==> config.mk <==
export PLATFORM = sky130hd
export DESIGN_NAME = tick_burst_scheduler
export DESIGN_NICKNAME = d
export VERILOG_FILES = /design/src/rtl/tick_sched_pkg.sv /design/src/rtl/tick_sched_divider.sv /design/src/rtl/tick_burst_scheduler.sv
export SDC_FILE = /design/constraint.sdc
export NUM_CORES = 1
export LEC_CHECK = 0
export CAP_MARGIN = 20
export CELL_PAD_IN_SITES_DETAIL_PLACEMENT = 1
export CELL_PAD_IN_SITES_GLOBAL_PLACEMENT = 1
export CORE_MARGIN = 5
export CORE_UTILIZATION = 36
export DETAILED_ROUTE_END_ITERATION = 10
export PLACE_DENSITY_LB_ADDON = 0.1
export SLEW_MARGIN = 0
export SYNTH_ARGS = -nofsm -noshare
export SYNTH_HDL_FRONTEND = slang
export SYNTH_SLANG_ARGS = --single-unit
==> constraint.sdc <==
create_clock -name i_CLK -period 8.61 [get_ports i_CLK]
set_clock_uncertainty 0.15 [all_clocks]
set_input_delay 1.722 -clock i_CLK [delete_from_list [all_inputs] [get_ports i_CLK]]
set_output_delay 1.722 -clock i_CLK [all_outputs]
set_load 0.005 [all_outputs]
==> src/rtl/tick_sched_pkg.sv <==
// Shared definitions for the tick burst scheduler.
//   - sched_state_e : scheduler FSM states
//   - Def*          : default parameter values
//   - rr_pick       : round-robin pick, first set request after 'last' with wrap
package tick_sched_pkg;

    typedef enum logic [1:0] {
        StIdle = 2'd0,
        StLoad = 2'd1,
        StRun  = 2'd2,
        StDone = 2'd3
    } sched_state_e;

    localparam int unsigned DefNumReq = 4;
    localparam int unsigned DefCntW   = 32;
    localparam int unsigned DefBurstW = 16;
    localparam int unsigned MaxReq    = 16;

    // Searches (last+1) mod n upward with wrap; returns 0 when nothing is set
    // (the caller only uses the result when some request is pending).
    function automatic int unsigned rr_pick(input logic [MaxReq-1:0] req,
                                            input int unsigned       last,
                                            input int unsigned       n);
        int unsigned pick;
        int unsigned idx;
        logic        found;
        pick  = 0;
        found = 1'b0;
        for (int unsigned i = 1; i <= MaxReq; i++) begin
            idx = last + i;
            if (idx >= n) begin
                idx = idx - n;
            end
            if (!found && (i <= n) && req[idx[3:0]]) begin
                pick  = idx;
                found = 1'b1;
            end
        end
        return pick;
    endfunction

endpackage

==> src/rtl/tick_sched_divider.sv <==
// Programmable tick divider shared by all requesters.
// Counts 0..i_DIV while enabled and flags o_TICK when the count equals i_DIV,
// giving a period of i_DIV+1 cycles. The compare happens before the increment,
// so i_DIV = all-ones wraps cleanly without overflow.
// Ports:
//   i_CLK, i_RST : clock, synchronous active-high reset
//   i_CLR        : clear counter to 0 (takes priority over i_EN)
//   i_EN         : count enable
//   i_DIV        : divide value
//   o_TICK       : high for the cycle in which count == i_DIV (while enabled)
module tick_sched_divider #(
    parameter int unsigned CNT_W = 32
) (
    input  logic             i_CLK,
    input  logic             i_RST,
    input  logic             i_CLR,
    input  logic             i_EN,
    input  logic [CNT_W-1:0] i_DIV,
    output logic             o_TICK
);

    logic [CNT_W-1:0] count_q;
    logic             at_top;

    assign at_top = (count_q == i_DIV);
    assign o_TICK = i_EN && at_top;

    always_ff @(posedge i_CLK) begin
        if (i_RST || i_CLR) begin
            count_q <= '0;
        end else if (i_EN) begin
            count_q <= at_top ? '0 : count_q + CNT_W'(1);
        end
    end

endmodule

==> src/rtl/tick_burst_scheduler.sv <==
// Round-robin scheduler sharing one tick divider among NUM_REQ requesters.
// A granted requester gets exactly its BURST_LEN ticks at its own divide value,
// tagged with its index, followed by a one-cycle o_DONE pulse.
// Optional feature macro: TICK_SCHED_ABORT_EN -- when defined, dropping the
// owner's request during RUN ends the burst early.
// Ports:
//   i_CLK, i_RST : clock, synchronous active-high reset
//   i_REQ        : per-requester burst request level
//   i_DIV_VALUE  : per-requester divide value, slice k = [k*CNT_W +: CNT_W]
//   i_BURST_LEN  : per-requester tick count, slice k = [k*BURST_W +: BURST_W]
//   o_GRANT      : one-hot owner, high in LOAD and RUN
//   o_TICK       : one-cycle tick pulse
//   o_TICK_ID    : owner index while o_TICK is high, else 0
//   o_DONE       : one-cycle completion pulse for the owner
//   o_BUSY       : high in every state except IDLE
module tick_burst_scheduler
    import tick_sched_pkg::*;
#(
    parameter int unsigned NUM_REQ = DefNumReq,
    parameter int unsigned CNT_W   = DefCntW,
    parameter int unsigned BURST_W = DefBurstW
) (
    input  logic                       i_CLK,
    input  logic                       i_RST,
    input  logic [NUM_REQ-1:0]         i_REQ,
    input  logic [NUM_REQ*CNT_W-1:0]   i_DIV_VALUE,
    input  logic [NUM_REQ*BURST_W-1:0] i_BURST_LEN,
    output logic [NUM_REQ-1:0]         o_GRANT,
    output logic                       o_TICK,
    output logic [$clog2(NUM_REQ)-1:0] o_TICK_ID,
    output logic [NUM_REQ-1:0]         o_DONE,
    output logic                       o_BUSY
);

    localparam int unsigned IdW = $clog2(NUM_REQ);

    sched_state_e     state_q;
    logic [IdW-1:0]   owner_q;
    logic [IdW-1:0]   last_q;
    logic [CNT_W-1:0] div_q;
    logic [BURST_W-1:0] remaining_q;
    logic [NUM_REQ-1:0] grant_q;
    logic             tick_q;
    logic [IdW-1:0]   tick_id_q;
    logic [NUM_REQ-1:0] done_q;
    logic             busy_q;

    logic [MaxReq-1:0]  req_pad;
    logic [IdW-1:0]     pick_idx;
    logic [CNT_W-1:0]   pick_div;
    logic [BURST_W-1:0] pick_len;
    logic               div_en;
    logic               div_clr;
    logic               div_tick;
    logic               abort;

    always_comb begin
        req_pad = '0;
        req_pad[NUM_REQ-1:0] = i_REQ;
        pick_idx = IdW'(rr_pick(req_pad, 32'(last_q), NUM_REQ));
        pick_div = '0;
        pick_len = '0;
        for (int k = 0; k < NUM_REQ; k++) begin
            if (pick_idx == IdW'(k)) begin
                pick_div = i_DIV_VALUE[k*CNT_W +: CNT_W];
                pick_len = i_BURST_LEN[k*BURST_W +: BURST_W];
            end
        end
    end

`ifdef TICK_SCHED_ABORT_EN
    assign abort = ~i_REQ[owner_q];
`else
    assign abort = 1'b0;
`endif

    // The cycle after the final tick is spent in RUN with remaining == 0;
    // gating the enable there stops a DIV=0 burst from ticking once too often.
    assign div_en  = (state_q == StRun) && (remaining_q != '0);
    assign div_clr = (state_q == StLoad);

    tick_sched_divider #(
        .CNT_W(CNT_W)
    ) u_divider (
        .i_CLK (i_CLK),
        .i_RST (i_RST),
        .i_CLR (div_clr),
        .i_EN  (div_en),
        .i_DIV (div_q),
        .o_TICK(div_tick)
    );

    always_ff @(posedge i_CLK) begin
        if (i_RST) begin
            state_q     <= StIdle;
            owner_q     <= '0;
            last_q      <= IdW'(NUM_REQ - 1);
            div_q       <= '0;
            remaining_q <= '0;
            grant_q     <= '0;
            tick_q      <= 1'b0;
            tick_id_q   <= '0;
            done_q      <= '0;
            busy_q      <= 1'b0;
        end else begin
            tick_q    <= 1'b0;
            tick_id_q <= '0;
            done_q    <= '0;
            case (state_q)
                StIdle: begin
                    if (|i_REQ) begin
                        owner_q           <= pick_idx;
                        div_q             <= pick_div;
                        remaining_q       <= pick_len;
                        grant_q           <= '0;
                        grant_q[pick_idx] <= 1'b1;
                        busy_q            <= 1'b1;
                        state_q           <= StLoad;
                    end
                end
                StLoad: begin
                    if (remaining_q == '0) begin
                        grant_q          <= '0;
                        done_q[owner_q]  <= 1'b1;
                        state_q          <= StDone;
                    end else begin
                        state_q <= StRun;
                    end
                end
                StRun: begin
                    if (div_tick) begin
                        tick_q      <= 1'b1;
                        tick_id_q   <= owner_q;
                        remaining_q <= remaining_q - BURST_W'(1);
                    end
                    if ((remaining_q == '0) || abort) begin
                        grant_q         <= '0;
                        done_q[owner_q] <= 1'b1;
                        state_q         <= StDone;
                    end
                end
                StDone: begin
                    last_q  <= owner_q;
                    busy_q  <= 1'b0;
                    state_q <= StIdle;
                end
                default: state_q <= StIdle;
            endcase
        end
    end

    assign o_GRANT   = grant_q;
    assign o_TICK    = tick_q;
    assign o_TICK_ID = tick_id_q;
    assign o_DONE    = done_q;
    assign o_BUSY    = busy_q;

endmodule
## Word-level counts from Yosys, hierarchy flattened

Cells that the tools add are included.

- Equal/unequal tests: 11
- $lt $le $gt $ge: 12
- Bitwise logic cells: 4
- Muxes and demuxes: 45
- $add $sub $neg: 10
- Reduce and logical (&&, ||, !) cells: 28

Operators with widths:

| cell | number |
|---|---|
| $mux 32 | 5 |
| $mux 16 | 6 |
| $add 32x1->32 const B | 1 |
| $eq 32x32->1 | 1 |
| $pmux 16 s2 | 1 |
| $mux 4 | 6 |
| $lt 4x5->1 const B | 4 |
| $bmux 1 s4 | 4 |
| $logic_not 16->1 | 1 |
| $reduce_bool 16->1 | 1 |
| $sub 16x1->16 const B | 1 |
| $mux 1 | 12 |
| $mux 2 | 6 |
| $sub 3x3->4 const B | 3 |
| $ge 3x3->1 const B | 3 |
| $eq 2x2->1 const B | 4 |
| $pmux 2 s4 | 1 |
| $pmux 4 s2 | 1 |
| $logic_and 1x1->1 | 7 |
| $add 2x2->3 const B | 2 |
| $lt 2x3->1 const B | 2 |
| $reduce_and 2->1 | 3 |
| $reduce_and 3->1 | 2 |
| $reduce_bool 2->1 | 3 |
| 17 further kinds | 30 |

- Bits of input ports: 198
- Word-level logic and storage cells: 121
- Register bits: 98
- Output and inout bits: 12

## Longest topological paths before layout

Gate-level depths: netlist of run 1.

- Word-level depth: 22
- Mapped depth: 14
- Gate-level depth less buffers: 9

## By module

From an unflattened synthesis of run 1, not the netlist that was laid out.

- Cell total of the unflattened synthesis: 800
- Area total of the unflattened synthesis: 6617.6 um^2

Modules (own cells, without submodules):

| module | area each (um^2) | seq. area each (um^2) | cells an instance | times used |
|---|---|---|---|---|
| tick_burst_scheduler | 4830.9 | 1321.3 | 596 | 1 |
| tick_sched_divider | 1786.7 | 640.6 | 204 | 1 |

## Worst setup path before layout of run 1

No wires, ideal clock.

- Path kind: input port to flip-flop
- From: input i_REQ[1]
- To: register div_q[27]
- Stages on the path: 10
- Data required time: 8340 ps
- Arrival: 3353 ps
- Setup time: 120 ps
- Path buffers: 3
- Path slack: 4988 ps
- Cells stage by stage: mux2_2 a2bb2oi_2 a211oi_2 mux2_2 buf_6 buf_6 buf_2 nand2_1 a21oi_1 a211o_1

- Cells in the longest elaborated chain, start to end: 17
- Elaborated cells on any way between the ends: 31
- Those cells by class: eq/ne (3); mux (19); reduce/logical (9)

Ends and longest elaborated chain:

| element | line | text |
|---|---|---|
| start: declaration | tick_burst_scheduler.sv:25 | `input logic [NUM_REQ-1:0] i_REQ,` |
| $bmux 1 s4 | tick_sched_pkg.sv:34 | `if (!found && (i <= n) && req[idx[3:0]]) begin` |
| $mux 1 (implied by the code) | tick_sched_pkg.sv:34 |  |
| $mux 1 | tick_sched_pkg.sv:34 |  |
| $logic_not 1->1 | tick_sched_pkg.sv:34 |  |
| $logic_and 1x1->1 | tick_sched_pkg.sv:34 |  |
| $mux 1 | tick_sched_pkg.sv:34 |  |
| $logic_not 1->1 | tick_sched_pkg.sv:34 |  |
| $logic_and 1x1->1 | tick_sched_pkg.sv:34 |  |
| $mux 1 | tick_sched_pkg.sv:34 |  |
| $logic_not 1->1 | tick_sched_pkg.sv:34 |  |
| $logic_and 1x1->1 | tick_sched_pkg.sv:34 |  |
| $mux 2 | tick_sched_pkg.sv:34 |  |
| $logic_not 2->1 | tick_burst_scheduler.sv:64 | `if (pick_idx == IdW'(k)) begin` |
| $mux 32 (4 in series) | tick_burst_scheduler.sv:64 |  |
| end signal: assignment | tick_burst_scheduler.sv:113 | `div_q <= pick_div;` |
| end: declaration | tick_burst_scheduler.sv:40 | `logic [CNT_W-1:0] div_q;` |

Parallel ways exist; a longest one is shown, timed or not. The select of a mux whose other input is x is not followed.
A chain may end at the register's enable or synchronous reset.

## Final worst setup path of run 1

- From: input i_REQ[0]
- To: register remaining_q[11]

- Cells in the longest elaborated chain, start to end: 19
- Elaborated cells on any way between the ends: 34
- Those cells by class: eq/ne (4); mux (21); reduce/logical (9)

Ends and longest elaborated chain:

| element | line | text |
|---|---|---|
| $bmux 1 s4 | tick_sched_pkg.sv:34 |  |
| $mux 1 (implied by the code) | tick_sched_pkg.sv:34 |  |
| $mux 1 | tick_sched_pkg.sv:34 |  |
| $logic_not 1->1 | tick_sched_pkg.sv:34 |  |
| $logic_and 1x1->1 | tick_sched_pkg.sv:34 |  |
| $mux 1 | tick_sched_pkg.sv:34 |  |
| $logic_not 1->1 | tick_sched_pkg.sv:34 |  |
| $logic_and 1x1->1 | tick_sched_pkg.sv:34 |  |
| $mux 1 | tick_sched_pkg.sv:34 |  |
| $logic_not 1->1 | tick_sched_pkg.sv:34 |  |
| $logic_and 1x1->1 | tick_sched_pkg.sv:34 |  |
| $mux 2 | tick_sched_pkg.sv:34 |  |
| $logic_not 2->1 | tick_burst_scheduler.sv:64 |  |
| $mux 16 (4 in series) | tick_burst_scheduler.sv:64 |  |
| $mux 16 | tick_burst_scheduler.sv:111 | `if (\|i_REQ) begin` |
| $pmux 16 s2 | tick_burst_scheduler.sv:109 | `case (state_q)` |
| end signal: assignment | tick_burst_scheduler.sv:114 | `remaining_q <= pick_len;` |
| end signal: assignment | tick_burst_scheduler.sv:134 | `remaining_q <= remaining_q - BURST_W'(1);` |
| end: declaration | tick_burst_scheduler.sv:41 | `logic [BURST_W-1:0] remaining_q;` |

Parallel ways exist; a longest one is shown, timed or not. The select of a mux whose other input is x is not followed.

==> results of run 1 <==
## cell type report
| type | count | area (µm²) | share of cell area [%] |
|---|---|---|---|
| Sequential cell | 98 | 1960 | 21.8 |
| Clock buffer | 10 | 239 | 2.66 |
| Inverter | 14 | 52.6 | 0.585 |
| Clock inverter | 6 | 111 | 1.24 |
| Multi-Input combinational cell | 694 | 4170 | 46.4 |
| Tap cell | 225 | 282 | 3.13 |
| Timing Repair Buffer | 217 | 2170 | 24.2 |
## metrics by stage
| step | area (µm²) | hold WS (ns) | total power (µW) | setup slack [ns] | utilization, % |
|---|---|---|---|---|---|
| global placement | 8610 | 0.315 | 2040 | 3.51 | 49.6 |
| finish | 8980 | 0.339 | 2560 | 3.78 | 51.8 |
| global route | 8980 | 0.359 | 2740 | 3.51 | 51.8 |
| CTS | 8960 | 0.343 | 2560 | 3.74 | 51.6 |
| detailed placement | 8610 | 0.327 | 2060 | 3.36 | 49.6 |
| floorplan | 6400 | 0.288 | 1640 | 4.99 | - |
## power breakdown
part           leakage, µW  switching [µW]  internal, µW
clock network     0.000169             190           293
registers         0.000800             142           579
logic              0.00277             816           539
## sequential cells by signal, summed over array words and instances, names as in the netlist
signal and count:
last_q 2, div_q 32, u_divider.count_q 32, o_BUSY 1, o_GRANT 4, o_TICK 1
o_TICK_ID 2, remaining_q 16, owner_q 2, o_DONE 4, state_q 2
## cells by family (layout without fill, tap and decap cells)
logic type               after synthesis  after routing  synth area share, %
multiplexers                          16             16                 2.70
adder cells (fa/ha/maj)               12             12                 2.34
AND/OR/NAND/NOR                      369            369                 26.2
AO/OA/AOI/OAI                        237            237                 25.4
buffers and inverters                 59            247                 4.53
flip-flops                            98             98                 30.6
XOR/XNOR                              60             60                 8.21
## cell usage in the layout, fill, tap and decap left out, types with 4 or more instances in the layout
cell / count
a21o_1: 4
nor3_1: 18
or3_1: 11
a211o_1: 34
o211ai_1: 7
o22a_1: 8
a211oi_1: 7
and2_1: 4
xor2_1: 49
o22ai_1: 19
o21ai_0: 16
mux2i_1: 5
a22o_1: 7
xnor2_1: 11
a21oi_1: 90
ha_1: 12
mux2_2: 9
and4_1: 4
dfxtp_1: 98
nor2_1: 66
a22oi_1: 6
clkbuf_16: 9
and3_1: 14
nand2_1: 193
nor4_1: 15
inv_1: 13
a32oi_1: 6
clkdlybuf4s50_1: 209
buf_4: 7
nand3_1: 15
nand4_1: 7
## how the worst min path moves through the flow
stage,endpoint,slack [ns],cells past startpoint
floorplan,o_DONE[2]$_SDFF_PP0_,0.29,1
global placement,div_q[27]$_SDFFE_PP0P_,0.31,1
detailed placement,div_q[17]$_SDFFE_PP0P_,0.33,1
CTS,div_q[17]$_SDFFE_PP0P_,0.34,1
global route,div_q[17]$_SDFFE_PP0P_,0.36,1
finish,div_q[17]$_SDFFE_PP0P_,0.34,1
## metal layers
metal / vias to the layer above / global-route usage, %
met5: - / 0
met4: 0 / 3.67
met3: 15 / 4.13
met2: 187 / 36.8
met1: 3454 / 36.4
li1: 3419 / -
==> metrics, run 1 <==
# setup viols final 0; placer congestion estimate 0.906; critical path depth 9; Pleak 0.00374 µW; share of cells above drive strength 1 5.29%; DR iter-0 viols 293; core box area 0.0174 mm²; clock latency on the worst-skew pair 0.36 ns; fin crit share 56.1%; routed wl met2 11.3 mm; Post-Syn Area 0.00640 mm²; H-tree lvl count 3; Slew Viols, Final 0; length of routed met3 wiring 1.58 mm; CTS buffer count 9; Hold Buf Count CTS 0; min-delay worst type register to register; first-pass GRT wire length 39.0 mm; vias in the first global route 6939; dpl hpwl 19.6 mm; fillcell total 2158; most frequent cell after synthesis nand2_1; Required @ worst endpoint 8.72 ns; gr ovfl total 0; Async S/R FF share, synth 0%; clk slew on worst S/H paths 0.07 ns; Avg Cell Area, Syn 7.52 µm²; antenna violations before repair 0; drt total wl 26.0 mm; Post-synth top cells nand2_1 (193), dfxtp_1 (98), a21oi_1 (90), nor2_1 (67), xor2_1 (49); routed length on met1 12.9 mm; Residual DRC 0; Worst Setup EP remaining_q[11]$_SDFFE_PP0P_; FMAX 207 MHz; DRT Pass-1 Iters 4; Distinct cells, synth 72; Yosys reg bits 98; crit path launch i_REQ[0]; largest delay contributor family on the critical path buffers and inverters; Syn Inst Count 851; setup slack, reg-to-reg 3.90 ns; Crit. End Element register; gr usage total 24.1%; DR vias 7075; area leader, netlist dfxtp_1; synth top area cells dfxtp_1 (31%), nand2_1 (11%), a21oi_1 (7.0%); Startpoint Class primary input; root buffer cell clkbuf_16; MaxCap Viol Count 0; die area 0.0206 mm²; RSZ-0062 raised after global routing no; Final Hold Fails 0; I/O Pins 210; register area share after synthesis 30.6%; Final ANT Viol Nets 0; Least-Margin Pin Slew 1.03 ns; Hold Crit Start div_q[17]$_SDFFE_PP0P_; status finished clean; final setup TNS 0 ns; Rows 48; Non-Filler Instances 1264; VDD IR max 0.155 mV; reg2reg start last_q[0]$_SDFFE_PP1P_; minimum clock period 4.83 ns; Area growth, synth to finish 40.3%; WP data arrival 4.95 ns; CP Class primary input to register; Die Ht 143 µm; Cell Pwr Density 285 mW/mm²; Initial Util 36.9%; fin nets 1244; DR vias/cell 5.60; Inst Count DP 1247; CP max FO 50; Yosys top cell area share 30.6%; Critical Path Slowest Stage Cell mux2_2; largest net degree at the start of global routing 75; worst reg2reg endpoint remaining_q[11]$_SDFFE_PP0P_; top sig layer met4; Ys Warns 0; EDFF count, synth 0; Worst slew margin 31.0%; number of buffers on the longest clock path 2; CP Buf/Inv Count 2; Slowest Stage Delay on Critical Path 0.68 ns; chip width 143 µm; # diodes 0; FF-to-FF path depth 10; post-cts resize count 0; Port Buffer Count 209; # clock sinks 98; Post-synth top flop dfxtp_1; post-synthesis net count 1061; routed len/inst 20.5 µm; Setup Buffers After CTS 0; CTS tree done; crit-path cells clkdlybuf4s50_1, mux2i_1, o221ai_2, a211oi_2, mux2_2, buf_4, nor2_1, o22a_1, a311oi_1
(Power assumes the default switching activity.)
==> run 2: changes to the inputs <==
--- a/config.mk
+++ b/config.mk
@@ -9,7 +9,7 @@
 export CELL_PAD_IN_SITES_DETAIL_PLACEMENT = 1
 export CELL_PAD_IN_SITES_GLOBAL_PLACEMENT = 1
 export CORE_MARGIN = 5
-export CORE_UTILIZATION = 36
+export CORE_UTILIZATION = 30
 export DETAILED_ROUTE_END_ITERATION = 10
 export PLACE_DENSITY_LB_ADDON = 0.1
 export SLEW_MARGIN = 0
==> constraint.sdc (replaced) <==
create_clock -name i_CLK -period 4.1 [get_ports i_CLK]
set_clock_uncertainty 0.15 [all_clocks]
set_input_delay 0.82 -clock i_CLK [delete_from_list [all_inputs] [get_ports i_CLK]]
set_output_delay 0.82 -clock i_CLK [all_outputs]
set_load 0.005 [all_outputs]
==> run 2 against run 1 <==
  * Clock power rose by 84%
  * Design area rose by 1.2%
  * Worst setup slack got worse by 3.4 ns
  * Via count fell by 2.1%
  * Sequential power rose by 100%
  * Register-to-register slack got worse by 3.5 ns
  * Critical endpoint is now remaining_q[8]$_SDFFE_PP0P_
  * Largest cell class unchanged
==> metrics, run 2 (synthesis results as in run 1) <==
status finished clean (unchanged); H-tree lvl count 3 (unchanged); CP max FO 13 (was 50); Crit. End Element register (unchanged); Final ANT Viol Nets 0 (unchanged); setup slack, reg-to-reg 0.41 ns (was 3.90 ns); Worst slew margin 39.4% (was 31.0%); Multi-input gate area 0.00417 mm² (about the same); first-pass GRT wire length 39.7 mm (was 39.0 mm); CP Class register to register (was primary input to register); antenna violations before repair 0 (unchanged); vias in the first global route 7137 (was 6939); PnR worst setup slack 0.405 ns (was 3.78 ns); Rows 53 (was 48); minimum clock period 3.69 ns; clock latency on the worst-skew pair 0.36 ns (about the same); Area growth, synth to finish 42.0% (was 40.3%); root buffer cell clkbuf_16 (unchanged); gr usage total 20.3% (was 24.1%); FMAX 271 MHz; Hold Buf Count CTS 0 (unchanged); most frequent cells in the layout clkdlybuf4s50_1 (209), nand2_1 (193), dfxtp_1 (98) (unchanged); Hold Crit Start div_q[17]$_SDFFE_PP0P_ (unchanged); Setup Buffers After CTS 0 (unchanged); # clock sinks 98 (unchanged); post-cts resize count 0 (unchanged); Cell Pwr Density 587 mW/mm² (was 285 mW/mm²); CTS buffer count 9 (unchanged); CP Buf/Inv Count 1 (was 2); Regs by FF count div_q (32), u_divider.count_q (32), remaining_q (16) (unchanged); fillcell total 2570 (was 2158); chip width 156 µm (was 143 µm); min-delay worst type register to register (unchanged); Residual DRC 0 (unchanged); Pleak 0.00378 µW (was 0.00374 µW); DR vias 6926 (was 7075); # setup viols final 0 (unchanged); reg2reg start last_q[1]$_SDFFE_PP1P_ (was last_q[0]$_SDFFE_PP1P_); FF-to-FF path depth 9 (was 10); Worst Hold Depth 1 (unchanged); Critical Path Slowest Stage Cell o21ai_1 (was mux2_2); RSZ-0062 raised after global routing no (unchanged); Required @ worst endpoint 4.21 ns (was 8.72 ns); fin crit share 90.1%; crit-path cells inv_1, ha_1, mux2i_1, o221ai_2, a21o_1, o21ai_1, o22a_1, a21o_1, nor4bb_1 (was clkdlybuf4s50_1, mux2i_1, o221ai_2, a211oi_2, mux2_2, buf_4, nor2_1, o22a_1, a311oi_1); I/O Pins 210 (unchanged); fin nets 1254 (was 1244); DR iter-0 viols 347 (was 293); dpl hpwl 19.3 mm (was 19.6 mm); Die Ht 156 µm (was 143 µm); Startpoint Class register (was primary input); WP data arrival 3.81 ns (was 4.95 ns); DRT Pass-1 Iters 4 (unchanged); largest net degree at the start of global routing 75 (unchanged); pre-CTS setup slack 0.305 ns (was 3.36 ns); core box area 0.0210 mm² (was 0.0174 mm²); crit path launch last_q[1]$_SDFFE_PP1P_ (was i_REQ[0]); drt total wl 25.3 mm (was 26.0 mm); Final Hold Fails 0 (unchanged); register area 0.00196 mm² (unchanged); largest delay contributor family on the critical path compound AO/OA/AOI/OAI gates (was buffers and inverters); Slowest Stage Delay on Critical Path 0.78 ns (was 0.68 ns); die area 0.0244 mm² (was 0.0206 mm²); # diodes 0 (unchanged); routed len/inst 19.1 µm (was 20.5 µm); MaxCap Viol Count 0 (unchanged); DR vias/cell 5.23 (was 5.60); gr ovfl total 0 (unchanged); number of buffers on the longest clock path 2 (unchanged); final setup TNS 0 ns (unchanged); share of cells above drive strength 1 6.20% (was 5.29%); CP most frequent cell a21o_1; worst reg2reg endpoint remaining_q[8]$_SDFFE_PP0P_ (was remaining_q[11]$_SDFFE_PP0P_); Least-Margin Pin Slew 0.904 ns (was 1.03 ns); worst hold endpoint div_q[17]$_SDFFE_PP0P_ (unchanged); most common cell after layout, fill and taps aside clkdlybuf4s50_1 (unchanged); Port Buffer Count 209 (unchanged); Initial Util 30.5% (was 36.9%); clk slew on worst S/H paths 0.07 ns (about the same); Slew Viols, Final 0 (unchanged); VDD IR max 0.291 mV (was 0.155 mV); placer congestion estimate 0.854 (was 0.906); CTS tree done (unchanged)
[run 2: cell count changes in the layout (fill, tap and decap cells not counted), sizes merged]
| cell | before | now |
|---|---|---|
| buf | 8 | 18 |
| bufinv | 3 | 1 |
| clkbuf | 10 | 9 |
| clkinv | 2 | 3 |
| inv | 14 | 16 |
[run 2: worst max path at each step]
stage / endpoint / cells past startpoint
final: remaining_q[8]$_SDFFE_PP0P_ / 9
after detailed placement: remaining_q[4]$_SDFFE_PP0P_ / 8
after global routing: remaining_q[4]$_SDFFE_PP0P_ / 9
after floorplan: div_q[27]$_SDFFE_PP0P_ / 14
after global placement: remaining_q[6]$_SDFFE_PP0P_ / 9
after CTS: remaining_q[8]$_SDFFE_PP0P_ / 9
[run 2: report_power, final]
group,switching [µW],internal (µW)
registers,258,1210
clock network,409,478
logic,1770,1210
[run 2: worst reg2reg max path, stage by stage, from the launching register on]
cell and delay, ns:
dfxtp_1 0.51, inv_1 0.17, ha_1 0.50, mux2i_1 0.36, o221ai_2 0.18, a21o_1 0.38, o21ai_1 0.78, o22a_1 0.24
a21o_1 0.11, nor4bb_1 0.24
[run 2: cell type report]
type	instances	area share, %
clock buffer	9	2.48
clock inverter	7	0.812
inverter	14	0.578
multi-input combinational	694	45.9
sequential	98	21.6
tap	275	3.78
timing repair buffer	227	24.9
[run 2: layer usage]
metal | share of wire, % | track usage [%]
met1 | 49 | 29.1
met2 | 43 | 31.9
met3 | 7.1 | 4.91
met4 | 0.68 | 2.93
met5 | 0 | 0
[run 2: metrics by stage]
stage | std cells | cell area, µm² | power (µW) | hold WS, ns | utilization, %
6_report | 1324 | 9090 | 5340 | 0.340 | 43.3
5_1_grt | 1324 | 9090 | 5800 | 0.357 | 43.3
4_1_cts | 1324 | 9090 | 5410 | 0.343 | 43.3
3_5_place_dp | 1308 | 8790 | 4500 | 0.325 | 41.8
3_3_place_gp | 1308 | 8790 | 4480 | 0.327 | 41.8
2_1_floorplan | 851 | 6400 | 3450 | 0.288 | -
==> run 3: changes to the inputs <==
--- a/config.mk
+++ b/config.mk
@@ -8,7 +8,7 @@
 export CAP_MARGIN = 20
 export CELL_PAD_IN_SITES_DETAIL_PLACEMENT = 1
 export CELL_PAD_IN_SITES_GLOBAL_PLACEMENT = 1
-export CORE_MARGIN = 5
+export CORE_MARGIN = 4
 export CORE_UTILIZATION = 30
 export DETAILED_ROUTE_END_ITERATION = 10
 export PLACE_DENSITY_LB_ADDON = 0.1
==> run 3 against run 2 <==
  * Sequential cell count unchanged
  * Hold slack got worse by 0.0016 ns
  * Global-route usage up 0.28 points
  * Via count grew 0.84%
  * Largest power group unchanged
  * Critical path depth is 1 higher
  * Die area is 2.5% lower
  * Clock power rose by 6.8%
  * Highest routed layer unchanged
  * Sequential power about the same
==> metrics, run 3 (synthesis results as in run 1) <==
Worst Setup EP div_q[9]$_SDFFE_PP0P_ (was remaining_q[8]$_SDFFE_PP0P_); DR vias 6984 (was 6926); vias in the first global route 7081 (was 7137); VDD IR max 0.282 mV (was 0.291 mV); status finished clean (unchanged); MaxCap Viol Count 0 (unchanged); reg2reg start last_q[1]$_SDFFE_PP1P_ (unchanged); Slew Viols, Final 0 (unchanged); Worst slew margin 32.1% (was 39.4%); minimum clock period 3.60 ns (was 3.69 ns); Pleak 0.00382 µW (was 0.00378 µW); Least-Margin Pin Slew 1.01 ns (was 0.904 ns); routed len/inst 18.8 µm (was 19.1 µm); CTS buffer count 9 (unchanged); clock latency on the worst-skew pair 0.35 ns (was 0.36 ns); chip width 154 µm (was 156 µm); Residual DRC 0 (unchanged); Final ANT Viol Nets 0 (unchanged); root buffer cell clkbuf_16 (unchanged); first-pass GRT wire length 39.5 mm (was 39.7 mm); CP Class register to register (unchanged); gr ovfl total 0 (unchanged); DR vias/cell 5.26 (was 5.23); dpl hpwl 18.9 mm (was 19.3 mm); Rows 53 (unchanged); core box area 0.0210 mm² (unchanged); WP data arrival 3.74 ns (was 3.81 ns); die area 0.0237 mm² (was 0.0244 mm²); CP max FO 32 (was 13); Required @ worst endpoint 4.24 ns (was 4.21 ns); Initial Util 30.5% (unchanged); Hold Buf Count CTS 0 (unchanged); # setup viols final 0 (unchanged); fin nets 1258 (was 1254); I/O Pins 210 (unchanged); Worst Hold Depth 1 (unchanged); DRT Pass-1 Iters 5 (was 4); Crit. End Element register (unchanged); Cell Pwr Density 595 mW/mm² (was 587 mW/mm²); Finished Cell Area 0.00916 mm² (was 0.00909 mm²); Non-Filler Instances 1327 (was 1324); Inst Count DP 1312 (was 1308); H-tree lvl count 3 (unchanged); fillcell total 2550 (was 2570); min-delay worst type register to register (unchanged); placed inst area 0.00884 mm² (was 0.00879 mm²); Setup Buffers After CTS 0 (unchanged); final setup TNS 0 ns (unchanged); Final Hold Fails 0 (unchanged); # diodes 0 (unchanged); worst reg2reg endpoint div_q[9]$_SDFFE_PP0P_ (was remaining_q[8]$_SDFFE_PP0P_); antenna violations before repair 0 (unchanged); gr usage total 20.6% (was 20.3%); fin util 43.6% (was 43.3%); FF-to-FF path depth 10 (was 9); post-cts resize count 0 (unchanged); most frequent cells in the layout clkdlybuf4s50_1 (209), nand2_1 (193), dfxtp_1 (98) (unchanged); register area 0.00196 mm² (unchanged); share of cells above drive strength 1 6.46% (was 6.20%); Area growth, synth to finish 43.1% (was 42.0%); most common cell after layout, fill and taps aside clkdlybuf4s50_1 (unchanged); Die Ht 154 µm (was 156 µm); placer congestion estimate 0.856 (was 0.854); clk slew on worst S/H paths 0.07 ns (about the same); largest net degree at the start of global routing 75 (unchanged); Port Buffer Count 209 (unchanged); setup slack, reg-to-reg 0.50 ns (was 0.41 ns); fin crit share 87.7% (was 90.1%); number of buffers on the longest clock path 2 (unchanged); RSZ-0062 raised after global routing no (unchanged); FMAX 278 MHz (was 271 MHz); Startpoint Class register (unchanged); crit path launch last_q[1]$_SDFFE_PP1P_ (unchanged); # clock sinks 98 (unchanged); Regs by FF count div_q (32), u_divider.count_q (32), remaining_q (16) (unchanged); CTS tree done (unchanged); DR iter-0 viols 307 (was 347); Multi-input gate area 0.00417 mm² (unchanged); drt total wl 25.0 mm (was 25.3 mm)
[run 3: changes by cell type in the layout (fill, tap and decap cells not counted)]
cell / before / now
clkinvlp_4: 1 / 0
buf_12: 3 / 4
clkinv_2: 2 / 1
buf_4: 15 / 18
bufinv_16: 1 / 2
inv_6: 3 / 1
clkbuf_8: 0 / 2
[run 3: metal layers]
metal,wire length [µm],part of all wire (%),vias to the layer above,track usage (%)
li1,-,-,3442,-
met1,13100,52,3350,31.0
met2,10600,42,177,31.0
met3,1120,4.5,15,3.77
met4,212,0.85,0,3.62
met5,0,0,-,0
[run 3: metrics by stage]
step                worst slack, ns  total power, µW  hold WS (ns)
floorplan                     0.991             3450         0.288
global placement              0.373             4510         0.321
detailed placement            0.360             4530         0.327
CTS                           0.483             5520         0.343
global route                  0.175             5900         0.361
finish                        0.504             5450         0.338
[run 3: layout make-up]
type                            count  area share (%)
Sequential cell                    98            21.4
Timing Repair Buffer              231            25.2
Multi-Input combinational cell    694            45.5
Clock inverter                      4           0.806
Inverter                           14           0.574
Clock buffer                       11            2.76
Tap cell                          275            3.76
[run 3: how the worst min path moves through the flow]
stage	end	slack, ns	from
2_1_floorplan	o_DONE[2]$_SDFF_PP0_	0.29	owner_q[0]$_SDFFE_PP0P_
3_3_place_gp	div_q[3]$_SDFFE_PP0P_	0.32	div_q[3]$_SDFFE_PP0P_
3_5_place_dp	div_q[3]$_SDFFE_PP0P_	0.33	div_q[3]$_SDFFE_PP0P_
4_1_cts	div_q[26]$_SDFFE_PP0P_	0.34	div_q[26]$_SDFFE_PP0P_
5_1_grt	div_q[17]$_SDFFE_PP0P_	0.36	div_q[17]$_SDFFE_PP0P_
6_report	div_q[25]$_SDFFE_PP0P_	0.34	div_q[25]$_SDFFE_PP0P_
[run 3: report_power, final]
group	internal (µW)	switching (µW)	leakage, µW
registers	1220	253	0.000800
clock network	566	382	0.000162
logic	1240	1800	0.00286
[run 3: worst max-delay path: stages (launching register included)]
cell      delay, ns
dfxtp_1        0.50
inv_1          0.16
ha_1           0.49
mux2i_1        0.35
o221ai_2       0.18
a211oi_2       0.39
mux2_4         0.54
buf_4          0.33
nand2_1        0.08
a21oi_1        0.19
a211o_1        0.14
